## src/rtl/rvvi_trace_pkg.sv

```systemverilog
// Shared record layout and checker state encoding for the RVVI retire path.
package rvvi_trace_pkg;

    // Integer register width carried in pc and rd_data. The record layout is
    // shared by every block on the trace path, so it is fixed here.
    localparam int XLEN = 64;

    // One retired instruction. The order field is at the MSB end of the record.
    typedef struct packed {
        logic [63:0]     order;
        logic [31:0]     insn;
        logic [XLEN-1:0] pc;
        logic            trap;
        logic            debug_mode;
        logic [1:0]      mode;
        logic [4:0]      rd;
        logic            rd_wb;
        logic [XLEN-1:0] rd_data;
    } trace_rec_t;

    localparam int REC_W = $bits(trace_rec_t);

    typedef enum logic [1:0] {
        CHK_IDLE  = 2'd0,
        CHK_TRACK = 2'd1,
        CHK_ERROR = 2'd2
    } chk_state_e;

endpackage

```

## src/rtl/rvvi_order_checker.sv

```systemverilog
// Watches the ORDER field of each popped record and flags any step other than +1.
module rvvi_order_checker
    import rvvi_trace_pkg::*;
(
    input  logic        clk,
    input  logic        reset_n,
    input  logic        pop,
    input  logic [63:0] head_order,
    input  logic        err_clr,
    output logic        order_err,
    output logic [63:0] err_expected
);

    chk_state_e  state_q, state_d;
    logic [63:0] expected_q, expected_d;
    logic        order_err_q, order_err_d;
    logic [63:0] err_expected_q, err_expected_d;
    logic        mismatch;

    assign mismatch     = (head_order != expected_q);
    assign order_err    = order_err_q;
    assign err_expected = err_expected_q;

    // Next-state: err_clr is applied first so a mismatching pop in the same cycle overrides it.
    always_comb begin
        // NOTE: every output of this block gets a default first; otherwise a path
        // that skips an assignment would infer a latch.
        state_d        = state_q;
        expected_d     = expected_q;
        order_err_d    = order_err_q;
        err_expected_d = err_expected_q;

        if (err_clr) begin
            order_err_d    = 1'b0;
            err_expected_d = '0;
            if (state_q == CHK_ERROR) begin
                state_d = CHK_TRACK;
            end
        end

        if (pop) begin
            // Resync on every pop; wraps from all-ones to zero naturally.
            expected_d = head_order + 64'd1;
            case (state_q)
                CHK_IDLE: begin
                    state_d = CHK_TRACK;
                end
                CHK_TRACK: begin
                    if (mismatch) begin
                        order_err_d    = 1'b1;
                        err_expected_d = expected_q;
                        state_d        = CHK_ERROR;
                    end
                end
                CHK_ERROR: begin
                    // Only a freshly cleared error may capture a new expected value.
                    if (mismatch && err_clr) begin
                        order_err_d    = 1'b1;
                        err_expected_d = expected_q;
                        state_d        = CHK_ERROR;
                    end
                end
                default: begin
                    state_d = CHK_IDLE;
                end
            endcase
        end
    end

    // Checker state register.
    always_ff @(posedge clk or negedge reset_n) begin
        if (!reset_n) begin
            state_q        <= CHK_IDLE;
            expected_q     <= '0;
            order_err_q    <= 1'b0;
            err_expected_q <= '0;
        end else begin
            // NOTE: sequential state uses non-blocking assignment so every flop
            // samples the pre-edge value regardless of statement order.
            state_q        <= state_d;
            expected_q     <= expected_d;
            order_err_q    <= order_err_d;
            err_expected_q <= err_expected_d;
        end
    end

endmodule

```

## src/rtl/rvvi_retire_serializer.sv

```systemverilog
// Compacts up to NRET retired records per cycle into a FIFO and replays them one per cycle.
module rvvi_retire_serializer
    import rvvi_trace_pkg::*;
#(
    parameter  int NRET  = 2,
    parameter  int DEPTH = 8,
    localparam int PTR_W = $clog2(DEPTH),
    localparam int CNT_W = $clog2(DEPTH) + 1
) (
    input  logic                  clk,
    input  logic                  reset_n,
    input  logic [NRET-1:0]       in_valid,
    input  logic [NRET*REC_W-1:0] in_rec,
    output logic                  in_ready,
    output logic                  out_valid,
    input  logic                  out_ready,
    output trace_rec_t            out_rec,
    input  logic                  err_clr,
    output logic                  order_err,
    output logic [63:0]           err_expected,
    output logic [CNT_W-1:0]      occupancy,
    output logic [CNT_W-1:0]      high_water
);

    // Accept only when a full NRET-wide burst fits without counting a same-cycle pop.
    localparam logic [CNT_W-1:0] READY_MAX = CNT_W'(DEPTH - NRET);

    trace_rec_t       mem_q [DEPTH];
    trace_rec_t       wr_data [DEPTH];
    logic [DEPTH-1:0] wr_en;
    logic [PTR_W-1:0] wr_ptr_q, wr_ptr_d, rd_ptr_q, rd_ptr_d;
    logic [CNT_W-1:0] count_q, count_d, high_water_q, high_water_d;
    logic [CNT_W-1:0] push_cnt;
    logic [PTR_W-1:0] slot;
    logic             push, pop;

    assign in_ready   = (count_q <= READY_MAX);
    assign out_valid  = (count_q != '0);
    assign out_rec    = mem_q[rd_ptr_q];
    assign push       = in_ready && (|in_valid);
    assign pop        = out_valid && out_ready;
    assign occupancy  = count_q;
    assign high_water = high_water_q;

    // Compaction: the k-th valid lane (ascending) lands at wr_ptr + k.
    always_comb begin
        wr_en    = '0;
        push_cnt = '0;
        slot     = '0;
        for (int e = 0; e < DEPTH; e++) begin
            wr_data[e] = '0;
        end
        for (int i = 0; i < NRET; i++) begin
            if (in_valid[i]) begin
                slot          = wr_ptr_q + PTR_W'(push_cnt);
                wr_en[slot]   = push;
                wr_data[slot] = trace_rec_t'(in_rec[i*REC_W +: REC_W]);
                push_cnt      = push_cnt + CNT_W'(1);
            end
        end
    end

    // Pointer, count and high-water next-state.
    always_comb begin
        wr_ptr_d = wr_ptr_q;
        rd_ptr_d = rd_ptr_q;
        count_d  = count_q;
        if (push) begin
            wr_ptr_d = wr_ptr_q + PTR_W'(push_cnt);
            count_d  = count_q + push_cnt;
        end
        if (pop) begin
            rd_ptr_d = rd_ptr_q + PTR_W'(1);
            count_d  = count_d - CNT_W'(1);
        end
        high_water_d = (count_d > high_water_q) ? count_d : high_water_q;
    end

    // Control registers; reset discards anything buffered.
    always_ff @(posedge clk or negedge reset_n) begin
        if (!reset_n) begin
            wr_ptr_q     <= '0;
            rd_ptr_q     <= '0;
            count_q      <= '0;
            high_water_q <= '0;
        end else begin
            wr_ptr_q     <= wr_ptr_d;
            rd_ptr_q     <= rd_ptr_d;
            count_q      <= count_d;
            high_water_q <= high_water_d;
        end
    end

    // Record storage.
    // NOTE: the storage array has no reset; entries are only read while count
    // marks them live, so clearing them would buy nothing.
    always_ff @(posedge clk) begin
        for (int e = 0; e < DEPTH; e++) begin
            if (wr_en[e]) begin
                mem_q[e] <= wr_data[e];
            end
        end
    end

    rvvi_order_checker u_checker (
        .clk          (clk),
        .reset_n      (reset_n),
        .pop          (pop),
        .head_order   (out_rec.order),
        .err_clr      (err_clr),
        .order_err    (order_err),
        .err_expected (err_expected)
    );

endmodule

```

## config.mk

```make
export PLATFORM = sky130hd
export DESIGN_NAME = rvvi_retire_serializer
export DESIGN_NICKNAME = d
export VERILOG_FILES = /design/src/rtl/rvvi_trace_pkg.sv /design/src/rtl/rvvi_order_checker.sv /design/src/rtl/rvvi_retire_serializer.sv
export SDC_FILE = /design/constraint.sdc
export NUM_CORES = 2
export LEC_CHECK = 0
export ABC_CLOCK_PERIOD_IN_PS = 11600
export BUFFER_PORTS_ARGS = -buffer_cell sky130_fd_sc_hd__buf_2
export CAP_MARGIN = 15
export CORE_MARGIN = 5
export CORE_UTILIZATION = 39
export DETAILED_ROUTE_END_ITERATION = 8
export PLACE_DENSITY_LB_ADDON = 0.2
export REMOVE_ABC_BUFFERS = 1
export SLEW_MARGIN = 15
export SYNTH_ARGS = -nofsm -noshare
export SYNTH_HDL_FRONTEND = slang
export SYNTH_SLANG_ARGS = --single-unit
```

## constraint.sdc

```tcl
create_clock -name clk -period 11.6 [get_ports clk]
set_clock_uncertainty 0.1 [all_clocks]
set_input_delay 1.16 -clock clk [delete_from_list [all_inputs] [get_ports clk]]
set_output_delay 1.16 -clock clk [all_outputs]
set_load 0.02 [all_outputs]
```

==> summary.txt <==
Run status - finished, final reports clean
Worst hold path class - input port to async pin
IO buf count - 782
Root Buffer - sky130_fd_sc_hd__clkbuf_16
Die Footprint - 283000 um2
Setup violators final - 0
Reg2Reg Launch Point - rd_ptr_q[1]$_DFFE_PN0P_
GR Util All Layers - 0.259
Starting utilization of the core area - 0.392
Wire length of the first global-routing pass - 550000 um
Largest cells by area after synthesis - sky130_fd_sc_hd__edfxtp_1, sky130_fd_sc_hd__o31ai_1, sky130_fd_sc_hd__mux4_2
Number of max-slew violations in the final report - 0
Number of hold buffers added after cts - 0
Final non-filler cell area - 119000 um2
Number of unique standard cell types used by synthesis - 78
Netlist area before placement - 106000 um2
1st-iter DRT viols - 9951
Crit path max-delay cell type - sky130_fd_sc_hd__dfrtp_4
Maximum number of pins on one net before global-route repair - 177
Layout net count - 9355
Number of max-capacitance violations reported - 0
Die X-Extent - 532 um
Final routed wire length divided by cell count - 30.2 um
Leading post-synthesis cells by instance count - sky130_fd_sc_hd__nand2_1, sky130_fd_sc_hd__o31ai_1, sky130_fd_sc_hd__edfxtp_1
Synth Warn # - 0
FF-to-FF path depth - 11
Share of synthesized area occupied by flip-flops and latches - 0.564
Most instantiated flip-flop cell in the synthesis netlist - sky130_fd_sc_hd__edfxtp_1
Resize count post-CTS - 0
Antenna violations before repair - 137
Tcrit/Tclk final - 0.643
Number of global-route vias before repair - 76.1k
Kind of capture point of the worst setup path - output port
CTS H-tree depth - 4
Final hold viol count - 0
Flop2flop setup slack - 5.20 ns
Number of buffers inserted to repair setup after CTS - 0
Post-synthesis async set-or-reset flop share - 0.0719
TritonCTS Buffers - 229
Worst slew margin - 0.0758
Pin slew with the least headroom to its limit - 1.39 ns
Count of TritonRoute iterations in the first routing pass - 6
Count of clock tree sinks - 2017
CP Launch Type - flop
Layout-stage area growth over the synthesis result - 11.7%
I/O Pins - 783
Cell accounting for the most synthesized area - sky130_fd_sc_hd__edfxtp_1
Core Area - 271000 um2
Required @ worst endpoint - 10.34 ns
Most common cell in the synthesized netlist - sky130_fd_sc_hd__nand2_1
Reg-to-Reg End - u_checker.err_expected[30]$_DFF_PN0_
DRC violation count after routing - 0
Critical path's largest stage delay - 1.02 ns
Overall routed net length - 384000 um
RSZ-0062 raised after global routing - false
Die height - 532 um
Remaining Overflow, GRT - 0
Peak supply drop - 0.000256 V
TritonCTS clock tree - built
Number of flops mapped to enable cells by yosys - 1872
Share of layout cells above drive strength 1 - 0.217
Register bit total from synthesis - 2017
Minimum clock period - 7.46 ns
Row Count - 191
Kind of critical path - flop to output port
Total via count after detailed routing - 78.6k
Area share of the largest cell type after synthesis - 0.529
Half-perimeter wire length of the detailed placement result - 212000 um
Most used cell along the critical path - sky130_fd_sc_hd__buf_4
Placed instance area - 111000 um2
Gate count after technology mapping - 8784
Standby leakage power - 38.3 nW
Critical-path cell list - buf_12 > buf_4 > buf_4 > buf_4 > mux4_2 > mux2_2 > buf_2
Count of antenna-violating nets left after detailed routing - 0
Max FO, Critical Path - 136
Maximum buffer depth of the clock tree - 4
Global placer's final weighted congestion - 0.872
Reg clk slew, reported paths - 0.06 ns
Pwr dens - 260 nW/um2
Mean post-synth cell area - 12.1 um2
Data arrival time at the worst-slack endpoint - 6.20 ns
Vias per std cell - 6.20
Setup total negative slack - 0 ns
Skew-Pair Late Insertion Delay - 0.90 ns
Achievable clock frequency - 134 MHz
[per-stage QoR]
stage	power [mW]	util	setup WS, ns	hold WS [ns]	instances
2_1_floorplan	21.4	-	-21.51	0.394	7710
3_3_place_gp	23.5	0.410	5.03	0.404	12200
3_5_place_dp	23.7	0.410	4.96	0.420	12200
4_1_cts	30.9	0.437	3.99	0.181	12600
5_1_grt	32.1	0.437	3.89	0.215	12600
6_report	30.9	0.438	4.14	0.193	12700
[layer usage]
metal  routed length [um]  vias to the layer above  track usage
li1                     -                    33900            -
met1               155000                    39300        0.355
met2               174000                     4543        0.403
met3                43300                      776       0.0736
met4                10900                       94       0.0749
met5                  651                        -            0
[state kept, by name (all words and copies together) (netlist names)]
register and flops:
rd_ptr_q 3, u_checker.err_expected 64, u_checker.order_err 1, mem_q 1872, wr_ptr_q 3, u_checker.expected_q 64, high_water 4, occupancy 4
u_checker.state_q 2
[critical path: cells and delay by family, from the launching register on]
family,cells,cell delay [ns]
buf+inv,5,3.24
flops,1,1.02
mux,2,0.75
[power by group]
group,internal (mW),switching (mW),total (mW)
logic,4.39,9.33,13.7
registers,9.40,0.545,9.95
clock network,4.14,3.09,7.22
total,17.9,13.0,30.9
[cell families after synthesis]
group	share of synthesized area
simple gates	0.100
compound gates	0.152
flops	0.564
buf+inv	0.0513
mux	0.122
xor+xnor	0.00825
fa+ha+maj	0.00250
[final cells by class]
class / instances / area [um2]
Antenna cell: 68 / 170
Clock buffer: 312 / 6240
Clock inverter: 105 / 1040
Fill cell: 24900 / 152000
Inverter: 76 / 285
Multi-Input combinational cell: 5617 / 41100
Sequential cell: 2017 / 59900
Tap cell: 3570 / 4470
Timing Repair Buffer: 920 / 5450
[worst max-delay path by stage]
stage                     depth (start not counted)                    end  slack [ns]                    start
after floorplan                                   5  mem_q[4][0]$_DFFE_PP_      -21.51              in_valid[0]
after global routing                              7            out_rec[52]        3.89  rd_ptr_q[0]$_DFFE_PN0P_
after detailed placement                          7            out_rec[41]        4.96  rd_ptr_q[1]$_DFFE_PN0P_
final                                             7            out_rec[41]        4.14  rd_ptr_q[1]$_DFFE_PN0P_
after CTS                                         7            out_rec[41]        3.99  rd_ptr_q[1]$_DFFE_PN0P_
after global placement                            7            out_rec[41]        5.03  rd_ptr_q[1]$_DFFE_PN0P_
[cells in the final DEF (no fill, tap or decap), types with 33 or more instances in the layout]
cell                           n
sky130_fd_sc_hd__buf_12       39
sky130_fd_sc_hd__xnor2_1      75
sky130_fd_sc_hd__nand4_1      33
sky130_fd_sc_hd__edfxtp_1   1872
sky130_fd_sc_hd__dfrtp_1     142
sky130_fd_sc_hd__mux2_2      234
sky130_fd_sc_hd__inv_1        71
sky130_fd_sc_hd__o21ai_0      70
sky130_fd_sc_hd__nand2_1    2211
sky130_fd_sc_hd__mux4_2      411
sky130_fd_sc_hd__diode_2      68
sky130_fd_sc_hd__buf_4        99
sky130_fd_sc_hd__clkbuf_1     71
sky130_fd_sc_hd__nor2_1      158
sky130_fd_sc_hd__o31ai_1    1884
sky130_fd_sc_hd__clkinv_1     45
sky130_fd_sc_hd__buf_2       780
sky130_fd_sc_hd__nor2b_1      75
sky130_fd_sc_hd__mux2i_1      62
sky130_fd_sc_hd__clkbuf_16   236
No activity file was read; power rests on OpenSTA's default activity.
